<file path="config.mk">
export PLATFORM = sky130hd
export DESIGN_NAME = img_conv_host_if
export DESIGN_NICKNAME = d
export VERILOG_FILES = /design/src/rtl/img_conv_host_if.sv
export SDC_FILE = /design/constraint.sdc
export NUM_CORES = 1
export LEC_CHECK = 0
export ABC_AREA = 1
export BUFFER_PORTS_ARGS = -buffer_cell sky130_fd_sc_hd__clkbuf_2
export CAP_MARGIN = 25
export CORE_MARGIN = 4
export CORE_UTILIZATION = 55
export DETAILED_ROUTE_END_ITERATION = 8
export GPL_ROUTABILITY_DRIVEN = 0
export GPL_TIMING_DRIVEN = 0
export PLACE_DENSITY = 0.83
export SLEW_MARGIN = 15
export SYNTH_ARGS = -nofsm -noshare
export SYNTH_HDL_FRONTEND = slang
export SYNTH_SLANG_ARGS = --single-unit
</file>
<file path="constraint.sdc">
create_clock -name clk -period 9.6 [get_ports clk]
set_clock_uncertainty 0.1 [all_clocks]
set_input_delay 0.48 -clock clk [delete_from_list [all_inputs] [get_ports clk]]
set_output_delay 0.48 -clock clk [all_outputs]
set_load 0.01 [all_outputs]
</file>
<file path="src/rtl/img_conv_host_if.sv">
// img_conv_host_if
// Host-side front end for img_conv_top. Turns a byte-serial valid/ready
// command stream into single-cycle op/en/din requests for the convolution
// core, and returns response bytes (GET results, TX image bytes, acks and
// error codes) through an internal output FIFO on a valid/ready stream.
// Shadow copies of nrows/ncols are kept so RX/TX bursts can be sized.
//
// Ports:
//   clk, rst                      clock, synchronous active-high reset
//   s_data_i/s_valid_i/s_ready_o  host command/payload byte stream
//   m_data_o/m_valid_o/m_ready_i  response byte stream (FIFO head)
//   conv_op_o/conv_en_o/conv_din_o  request towards img_conv_top
//   conv_dout_i/conv_busy_i       data and busy back from img_conv_top
//   err_underrun_o                sticky: host starved an RX burst
//   err_overflow_o                sticky: response byte dropped on full FIFO
//   idle_o                        FSM idle and FIFO empty

package img_conv_pkg;
    typedef enum logic [3:0] {
        OP_NOP       = 4'h0,
        OP_GET_NROWS = 4'h1,
        OP_GET_NCOLS = 4'h2,
        OP_GET_SIGMA = 4'h3,
        OP_SET_NROWS = 4'h4,
        OP_SET_NCOLS = 4'h5,
        OP_SET_SIGMA = 4'h6,
        OP_IMG_RX    = 4'h7,
        OP_IMG_TX    = 4'h8,
        OP_CONV      = 4'h9
    } opcode_t;
endpackage

module img_conv_host_if
    import img_conv_pkg::*;
#(
    parameter int OFIFO_DEPTH = 16,
    parameter int GET_LAT     = 2,
    parameter int TX_LAT      = 2,
    parameter int CONV_WAIT   = 1024
) (
    input  logic       clk,
    input  logic       rst,
    input  logic [7:0] s_data_i,
    input  logic       s_valid_i,
    output logic       s_ready_o,
    output logic [7:0] m_data_o,
    output logic       m_valid_o,
    input  logic       m_ready_i,
    output opcode_t    conv_op_o,
    output logic       conv_en_o,
    output logic [7:0] conv_din_o,
    input  logic [7:0] conv_dout_i,
    input  logic       conv_busy_i,
    output logic       err_underrun_o,
    output logic       err_overflow_o,
    output logic       idle_o
);

    localparam int AW = $clog2(OFIFO_DEPTH);

    typedef enum logic [2:0] {
        S_IDLE, S_ARG, S_ISSUE, S_GET_WAIT,
        S_RX_BURST, S_TX_WAIT, S_TX_BURST, S_CONV_WAIT
    } state_t;

    state_t      state_q, state_d;
    opcode_t     cmd_q, cmd_d;
    logic [15:0] cnt_q, cnt_d;
    logic [7:0]  din_q, din_d;
    logic [7:0]  nrows_q, nrows_d, ncols_q, ncols_d;
    logic        under_q, under_d;
    logic        over_q;
    logic        s_ready_c;
    logic        push;
    logic [7:0]  push_data;

    logic [7:0]  mem_q [OFIFO_DEPTH];
    logic [AW-1:0] wr_q, rd_q;
    logic [AW:0] count_q;
    logic        fifo_empty, fifo_full, pop, push_ok;

    logic [7:0]  eff_r, eff_c;
    logic [15:0] n_w;
    logic        last_w;

    // Burst length: a zero dimension is treated as one so a burst is never empty.
    assign eff_r  = (nrows_q == 8'd0) ? 8'd1 : nrows_q;
    assign eff_c  = (ncols_q == 8'd0) ? 8'd1 : ncols_q;
    assign n_w    = 16'(eff_r) * 16'(eff_c);
    assign last_w = (cnt_q == n_w - 16'd1);

    assign fifo_empty = (count_q == '0);
    assign fifo_full  = (count_q == (AW+1)'(OFIFO_DEPTH));
    assign pop        = m_ready_i && !fifo_empty;
    // A pop in the same cycle frees the slot, so a push to a full FIFO still lands.
    assign push_ok    = push && (!fifo_full || pop);

    // Next-state and command-side outputs. conv_din follows the host byte
    // combinationally during RX so pixel k lands in burst cycle k.
    always_comb begin
        state_d    = state_q;
        cmd_d      = cmd_q;
        cnt_d      = cnt_q;
        din_d      = din_q;
        nrows_d    = nrows_q;
        ncols_d    = ncols_q;
        under_d    = under_q;
        push       = 1'b0;
        push_data  = 8'h00;
        s_ready_c  = 1'b0;
        conv_en_o  = 1'b0;
        conv_op_o  = OP_NOP;
        conv_din_o = din_q;
        case (state_q)
            S_IDLE: begin
                s_ready_c = !fifo_full;
                if (s_valid_i && !fifo_full) begin
                    cnt_d   = 16'd0;
                    state_d = S_ISSUE;
                    case (s_data_i)
                        8'h01: cmd_d = OP_GET_NROWS;
                        8'h02: cmd_d = OP_GET_NCOLS;
                        8'h03: cmd_d = OP_GET_SIGMA;
                        8'h11: begin cmd_d = OP_SET_NROWS; state_d = S_ARG; end
                        8'h12: begin cmd_d = OP_SET_NCOLS; state_d = S_ARG; end
                        8'h13: begin cmd_d = OP_SET_SIGMA; state_d = S_ARG; end
                        8'h20: cmd_d = OP_IMG_RX;
                        8'h21: cmd_d = OP_IMG_TX;
                        8'h30: cmd_d = OP_CONV;
                        default: begin
                            push      = 1'b1;
                            push_data = 8'hEE;
                            state_d   = S_IDLE;
                        end
                    endcase
                end
            end
            S_ARG: begin
                s_ready_c = 1'b1;
                if (s_valid_i) begin
                    din_d = s_data_i;
                    if (cmd_q == OP_SET_NROWS) nrows_d = s_data_i;
                    if (cmd_q == OP_SET_NCOLS) ncols_d = s_data_i;
                    state_d = S_ISSUE;
                end
            end
            S_ISSUE: begin
                conv_en_o = 1'b1;
                conv_op_o = cmd_q;
                cnt_d     = 16'd0;
                case (cmd_q)
                    OP_SET_NROWS, OP_SET_NCOLS, OP_SET_SIGMA: begin
                        push      = 1'b1;
                        push_data = 8'hA5;
                        state_d   = S_IDLE;
                    end
                    OP_GET_NROWS, OP_GET_NCOLS, OP_GET_SIGMA: state_d = S_GET_WAIT;
                    OP_IMG_RX: state_d = S_RX_BURST;
                    OP_IMG_TX: state_d = (TX_LAT <= 1) ? S_TX_BURST : S_TX_WAIT;
                    OP_CONV:   state_d = S_CONV_WAIT;
                    default:   state_d = S_IDLE;
                endcase
            end
            S_GET_WAIT: begin
                if (cnt_q >= 16'(GET_LAT - 1)) begin
                    push      = 1'b1;
                    push_data = conv_dout_i;
                    state_d   = S_IDLE;
                end else begin
                    cnt_d = cnt_q + 16'd1;
                end
            end
            S_RX_BURST: begin
                // The core is never stalled: a missing byte becomes 0x00 and is flagged.
                s_ready_c  = 1'b1;
                conv_din_o = s_valid_i ? s_data_i : 8'h00;
                if (!s_valid_i) under_d = 1'b1;
                if (last_w) begin
                    push      = 1'b1;
                    push_data = 8'hA5;
                    state_d   = S_IDLE;
                end else begin
                    cnt_d = cnt_q + 16'd1;
                end
            end
            S_TX_WAIT: begin
                if (cnt_q >= 16'(TX_LAT - 2)) begin
                    cnt_d   = 16'd0;
                    state_d = S_TX_BURST;
                end else begin
                    cnt_d = cnt_q + 16'd1;
                end
            end
            S_TX_BURST: begin
                push      = 1'b1;
                push_data = conv_dout_i;
                if (last_w) state_d = S_IDLE;
                else        cnt_d   = cnt_q + 16'd1;
            end
            S_CONV_WAIT: begin
                // Minimum wait elapsed; keep holding until the core reports not busy.
                if (cnt_q >= 16'(CONV_WAIT - 1)) begin
                    if (!conv_busy_i) begin
                        push      = 1'b1;
                        push_data = 8'hA5;
                        state_d   = S_IDLE;
                    end
                end else begin
                    cnt_d = cnt_q + 16'd1;
                end
            end
            default: state_d = S_IDLE;
        endcase
    end

    // Control state registers; shadow dimensions reset to the core's 8x8 default.
    always_ff @(posedge clk) begin
        if (rst) begin
            state_q <= S_IDLE;
            cmd_q   <= OP_NOP;
            cnt_q   <= 16'd0;
            din_q   <= 8'h00;
            nrows_q <= 8'd8;
            ncols_q <= 8'd8;
            under_q <= 1'b0;
        end else begin
            state_q <= state_d;
            cmd_q   <= cmd_d;
            cnt_q   <= cnt_d;
            din_q   <= din_d;
            nrows_q <= nrows_d;
            ncols_q <= ncols_d;
            under_q <= under_d;
        end
    end

    // Output FIFO pointers, occupancy and the sticky overflow flag.
    always_ff @(posedge clk) begin
        if (rst) begin
            wr_q    <= '0;
            rd_q    <= '0;
            count_q <= '0;
            over_q  <= 1'b0;
        end else begin
            if (push_ok) wr_q <= wr_q + AW'(1);
            if (pop)     rd_q <= rd_q + AW'(1);
            count_q <= count_q + {{AW{1'b0}}, push_ok} - {{AW{1'b0}}, pop};
            if (push && !push_ok) over_q <= 1'b1;
        end
    end

    // Storage needs no reset; the head is masked while the FIFO is empty.
    always_ff @(posedge clk) begin
        if (push_ok) mem_q[wr_q] <= push_data;
    end

    assign s_ready_o      = s_ready_c && !rst;
    assign m_valid_o      = !fifo_empty;
    assign m_data_o       = fifo_empty ? 8'h00 : mem_q[rd_q];
    assign err_underrun_o = under_q;
    assign err_overflow_o = over_q;
    assign idle_o         = (state_q == S_IDLE) && fifo_empty;

endmodule

</file>
# Word level (Yosys, flattened, before mapping)
# Memory sizes are Yosys's and may differ from the RTL's. A register that Yosys moved wholly into a read port is not among the register bits.
# Index checks and enable logic that the tools add are counted.
# totals
reg_bits,62
output_inout_bits,26
ramBits,128
mem_count,1
elab_cells,136
# op_classes
magnitude_cmp,3
reduce_logical,31
muxes,45
add_sub_neg,6
bitwise_logic,1
n_mul,1
eq_ne,37
# memory_table
memory,depth,word_bits,rd,rd_ports_with_merged_regs,write_ports,line_no,source
mem_q,16,8,1,1,1,77,logic [7:0] mem_q [OFIFO_DEPTH];
# ops
cell,count
2-to-1 mux 8 bit,12
case mux 16 bit (6 select lines),1
2-to-1 mux 16 bit,5
case mux 8 bit (6 select lines),1
case mux 4 bit (9 select lines),1
greater-or-equal comparator 16 x 1 -> 1 bit (second input constant),2
equality test 8 x 5 -> 1 bit (second input constant),3
equality test 8 x 6 -> 1 bit (second input constant),3
2-to-1 mux 3 bit,7
case mux 3 bit (7 select lines),1
!= test 2 bit (second input constant),9
adder 16 x 1 -> 16 bit (second input constant),1
equality test 16 bit,1
equality test 4 x 3 -> 1 bit (second input constant),4
equality test 8 x 2 -> 1 bit (second input constant),2
greater-or-equal comparator 16 x 10 -> 1 bit (second input constant),1
zero test 8 bit,2
multiplier 8 x 8 -> 16 bit,1
subtractor 16 x 1 -> 16 bit (second input constant),1
equality test 3 bit (second input constant),4
2-to-1 mux 4 bit,3
case mux 3 bit (4 select lines),1
2-to-1 mux 1 bit,10
AND reduction 3 bit,3
other kinds (29),45

# Longest topological paths before layout
# depth
ltp_word,10
mapped_depth,39

# Least setup slack after synthesis
# No wires, ideal clock.
# synth_path
path_kind,register -> register
startpoint,reg nrows_q[7]
endpoint,reg count_q[4]
arrival_ps,5817
setup_slack_ps,3554
path_buffers,2
period_less_slack_ps,6046
stages_incl_launch_ff,35
path_cell_list,dfxtp_1 buf_6 nor2_4 nand2_2 o21ai_4 nand2_1 fa_1 fa_1 fa_1 fa_1 inv_1 ha_1 nand2_1 nor2_1 nand3_1 nand2_1 nand2_1 nand2_1 nand2_1 inv_1 nand2_1 nor2_4 nand4_4 nand2_4 nand2_4 buf_6 ha_1 inv_1 ha_1 inv_1 fa_1 nor3_1 a211oi_1 o21ai_0 a21oi_1
# synth_via
elab_chain_cells,10
# synth_rtl
item,line_no,source
from (decl),70,"logic [7:0] nrows_q, nrows_d, ncols_q, ncols_d;"
from (signal assigned),231,nrows_q <= nrows_d;
zero test 8 bit,87,assign eff_r = (nrows_q == 8'd0) ? 8'd1 : nrows_q;
2-to-1 mux 8 bit *,87,
multiplier 8 x 8 -> 16 bit *,89,assign n_w = 16'(eff_r) * 16'(eff_c);
subtractor 16 x 1 -> 16 bit *,90,assign last_w = (cnt_q == n_w - 16'd1);
equality test 16 bit *,90,
2-to-1 mux 1 bit *,178,if (last_w) begin
case mux 1 bit (6 select lines) *,114,case (state_q)
logical AND 1 bit *,96,assign push_ok = push && (!fifo_full || pop);
adder 5 x 1 -> 5 bit *,247,"count_q <= count_q + {{AW{1'b0}}, push_ok} - {{AW{1'b0}}, pop};"
subtractor 5 x 1 -> 5 bit *,247,
to (signal assigned),247,
to (decl),79,logic [AW:0] count_q;
# Mark *: on every way between the ends. The rest lies on a longest branch, timed or not.
# A chain may end at the register's enable or synchronous reset.

# Final worst setup path
# layout_path
startpoint,reg ncols_q[3]
endpoint,reg count_q[4]
# layout_via
elab_chain_cells,10
# layout_rtl
item,line_no,source
from (decl),70,
from (signal assigned),232,ncols_q <= ncols_d;
zero test 8 bit,88,assign eff_c = (ncols_q == 8'd0) ? 8'd1 : ncols_q;
2-to-1 mux 8 bit *,88,
multiplier 8 x 8 -> 16 bit *,89,
subtractor 16 x 1 -> 16 bit *,90,
equality test 16 bit *,90,
2-to-1 mux 1 bit *,178,
case mux 1 bit (6 select lines) *,114,
logical AND 1 bit *,96,
adder 5 x 1 -> 5 bit *,247,
subtractor 5 x 1 -> 5 bit *,247,
# Marked as above.

==> run summary <==
The run finished with clean final reports. Total negative slack for setup checks: 0 ns. For this design the ratio of total power to cell area is 189 nW/µm². The final layout contains 1,529 nets.

In this run the most used layer during global routing was met2. The area share of the largest cell type after synthesis was 32.9%. Headroom to the max-slew limit came out at 28.8%. In this design, the critical path's most frequently occurring cell is nand2_1. For the highest clock rate, the log shows 146 MHz.

The initial antenna violation count was 0; the count of cells along the worst register-to-register path was 34. Entering global routing, the biggest net connects 21 pins. In this run the static leakage power is 5.20 nW.

Buffers inserted during clock tree synthesis total 17. The synthesis-to-layout area growth works out to 10.8%. The slowest stage of the critical path is the fa_1 cell. 47 I/O pins were placed.

For the total number of H-tree levels, the log shows 4. TritonCTS built the clock tree. The number of placed instances, taps included is 1,668, and the setup fix buffers added after clock tree synthesis is 0. From bottom edge to top edge, the die measures 154 µm. After synthesis, the cell types taking the most area are edfxtp_1 33%, dfxtp_1 11%, nand2_1 8.0%.

The average vias per placed instance was 5.71; the count of inserted antenna diode cells was 0. The average detailed-routed wire length per instance is 17.6 µm. After synthesis, the share of flip-flops with an asynchronous set or reset is 0%. Library cell with the largest summed area after synthesis: edfxtp_1. The via count of the first global-routing pass is 9,482, and the required time reported for the critical path endpoint is 9.82 ns. The met2 global-route usage was 43.4%.

The tool flagged a number of max-cap violations equal to 0. In this run the critical register-to-register path is launched from ncols_q[3]. For this design, the CTS-stage hold fixing added 0 buffers. After floorplanning, the core was divided into 53 placement rows. The tools report the hold path startpoint as s_data_i[7].

At the worst endpoint, the arrival time is 7.09 ns. Across the VDD grid, the largest voltage drop is 0.135 mV. The first detailed-routing pass took 9 iterations.

In the synthesized netlist, the cells that appear most often are 248 x nand2_1, 167 x inv_1, 166 x nor2_1. The die covers 23,600 µm². nand2_1 is the most common cell in the netlist. A synthesized cell averages 8.70 µm². The stage delay of the slowest cell on the critical path was 0.56 ns; the number of stages on the worst hold path was 3.

The tools report the remaining number of nets flagged by the antenna check after routing as 0. The largest fanout of any net on the critical path was 10; the die outline width was 154 µm. Counting the fill cells in the layout gives 1,701.

The critical path runs through a total of 34 cells. After clock tree synthesis, the clock-pin slew on the worst setup and hold paths is 0.08 ns. The run gives 11,700 µm² as the summed instance area of the synthesized netlist.

The min-delay analysis places its worst path in the category primary input to register. For this run, the total global-route usage over all layers was measured as 25.6%. The number of buffers inserted by port buffering came out at 44.

In the finished design, the share of the clock period the worst path needs comes to 71.5%. Wires add up to 29,900 µm. The first global-routing pass estimated 48,600 µm of wire.

In the synthesized netlist the dominant register cell turns out to be edfxtp_1. The cell at the root of the clock tree is clkbuf_16. The run gives 4.36% as the met3 global-route usage. The final number of max-transition violations is 0.

The tools report the category of the worst setup path launch point as a register. The share of post-route cells with drive strength above 1 works out to 10.6%. Counting I/O delays and the setup requirement, the final critical path takes 6.87 ns. The run gives 0 as the warning count from the yosys run. Synthesis inferred 194 register bits. The number of buffers and inverters on the critical path is 6. Total number of vias: 9,718.

The gate count of the mapped netlist came out at 1,342. The critical path in this run is classified as register to register. The logs give 0 for the overall overflow remaining after global route and 55.7% for the effective utilization at floorplan. Setup violations remaining at the end of the flow were counted as 0.

Synthesis instantiated 50 different standard cells from the library. For this run, the number of standard cells in the final layout without fillers is 1,701. Detailed placement finished with a half-perimeter wire length of 21,600 µm.

Yosys mapped a number of flops with a built-in enable equal to 128. The sink count of the clock tree was 194. For this block, the initial DRC count from the detailed router was 998. The later pin in the worst-skew pair is clocked with a latency of 0.44 ns. The routing usage on met1 was 32.0%. Final routed DRC violation total: 0. The kind of capture point of the worst setup path was a register.

The longest clock path from root to sink contains 2 buffers. The transition at the pin with the smallest max-transition slack works out to 1.06 ns. Setup repair after global routing left no endpoint under its margin.

The final hold violation count came out at 0. The share of the yosys chip area belonging to registers is 44.2%, and the net count after synthesis is 1,458. In this run the worst setup path begins at ncols_q[3]. The kind of cell with the highest combined delay along the critical path is adder cells. The floorplan step defined a core boundary enclosing 21,000 µm². Gates resized during post-CTS repair numbered 0.
-- cell type report --
cell class / count / area, µm² / area share [%]
multi-input cells: 911 / 5570 / 43.0
flip-flops and latches: 194 / 5160 / 39.9
inverters: 176 / 661 / 5.11
clock buffers: 19 / 475 / 3.68
plain buffers: 61 / 305 / 2.36
well taps: 275 / 344 / 2.66
clock inverters: 13 / 151 / 1.17
repair buffers: 52 / 265 / 2.05
-- kinds of logic (layout without fill, tap and decap cells) --
kind of cell | after synthesis | count (layout) | share of synthesized area (%)
AOI/OAI and AO/OA | 221 | 221 | 11.0
and+or+nand+nor | 567 | 567 | 21.5
buffers and inverters | 237 | 321 | 8.27
xor gates and xnor gates | 28 | 28 | 2.10
DFF | 194 | 194 | 44.2
adders and majority gates | 95 | 95 | 12.9
-- routing by layer --
layer / up-vias / share of wire (%)
li1: 4602 / -
met1: 4554 / 39
met2: 457 / 49
met3: 105 / 7.8
met4: 0 / 4.4
met5: - / 0
-- metrics by stage --
step | util [%] | total power (W) | hold WS, ns | area, µm² | setup slack, ns
after floorplan | - | 0.00147 | 0.336 | 11700 | 3.55
after global placement | 58.4 | 0.00167 | 0.348 | 12200 | 2.95
after detailed placement | 58.7 | 0.00170 | 0.360 | 12300 | 2.78
after CTS | 61.7 | 0.00244 | 0.245 | 12900 | 2.76
after global routing | 61.7 | 0.00256 | 0.270 | 12900 | 2.15
final | 61.7 | 0.00245 | 0.255 | 12900 | 2.73
-- path summary, 6_finish.rpt --
| kind | endpoint | slack (ns) |
|---|---|---|
| hold / removal | din_q[7] | 0.25 |
| hold reg to reg | din_q[6] | 0.37 |
| setup reg to reg | count_q[4] | 2.73 |
| setup / recovery | count_q[4] | 2.73 |
-- flip-flops by register name, indices dropped and copies added, names as in the netlist, 3 cells and up, named ones only --
| name | count |
|---|---|
| rd_q | 4 |
| cmd_q | 4 |
| count_q | 5 |
| state_q | 3 |
| cnt_q | 16 |
| din_q | 8 |
| mem_q | 128 |
| nrows_q | 8 |
| ncols_q | 8 |
| wr_q | 4 |
-- layout by cell type (no fill, tap or decap), types with 6 or more instances in the layout --
master / n
a211oi_1: 8
a21oi_1: 66
buf_2: 14
buf_4: 6
buf_6: 6
clkbuf_1: 34
clkbuf_16: 19
clkbuf_2: 49
dfxtp_1: 66
edfxtp_1: 128
fa_1: 42
ha_1: 53
inv_1: 167
inv_2: 7
nand2_1: 248
nand2_2: 6
nand3_1: 76
nand4_1: 10
nor2_1: 166
nor3_1: 23
nor3_2: 10
o21ai_0: 96
o221ai_1: 24
o22ai_1: 8
xnor2_1: 10
xor2_1: 18
-- power by group --
| group | total, W | internal (W) | switching [W] |
|---|---|---|---|
| logic | 0.000681 | 0.000194 | 0.000488 |
| clock network | 0.000740 | 0.000381 | 0.000359 |
| registers | 0.00103 | 0.000993 | 0.0000351 |
| total | 0.00245 | 0.00157 | 0.000882 |
-- worst min-delay path: cells and delay by family --
kind | cells | cell delay (ns)
AND/OR/NAND/NOR | 1 | 0.08
buffers and inverters | 1 | 0.13
AO/OA/AOI/OAI | 1 | 0.06
(Power assumes the default switching activity.)
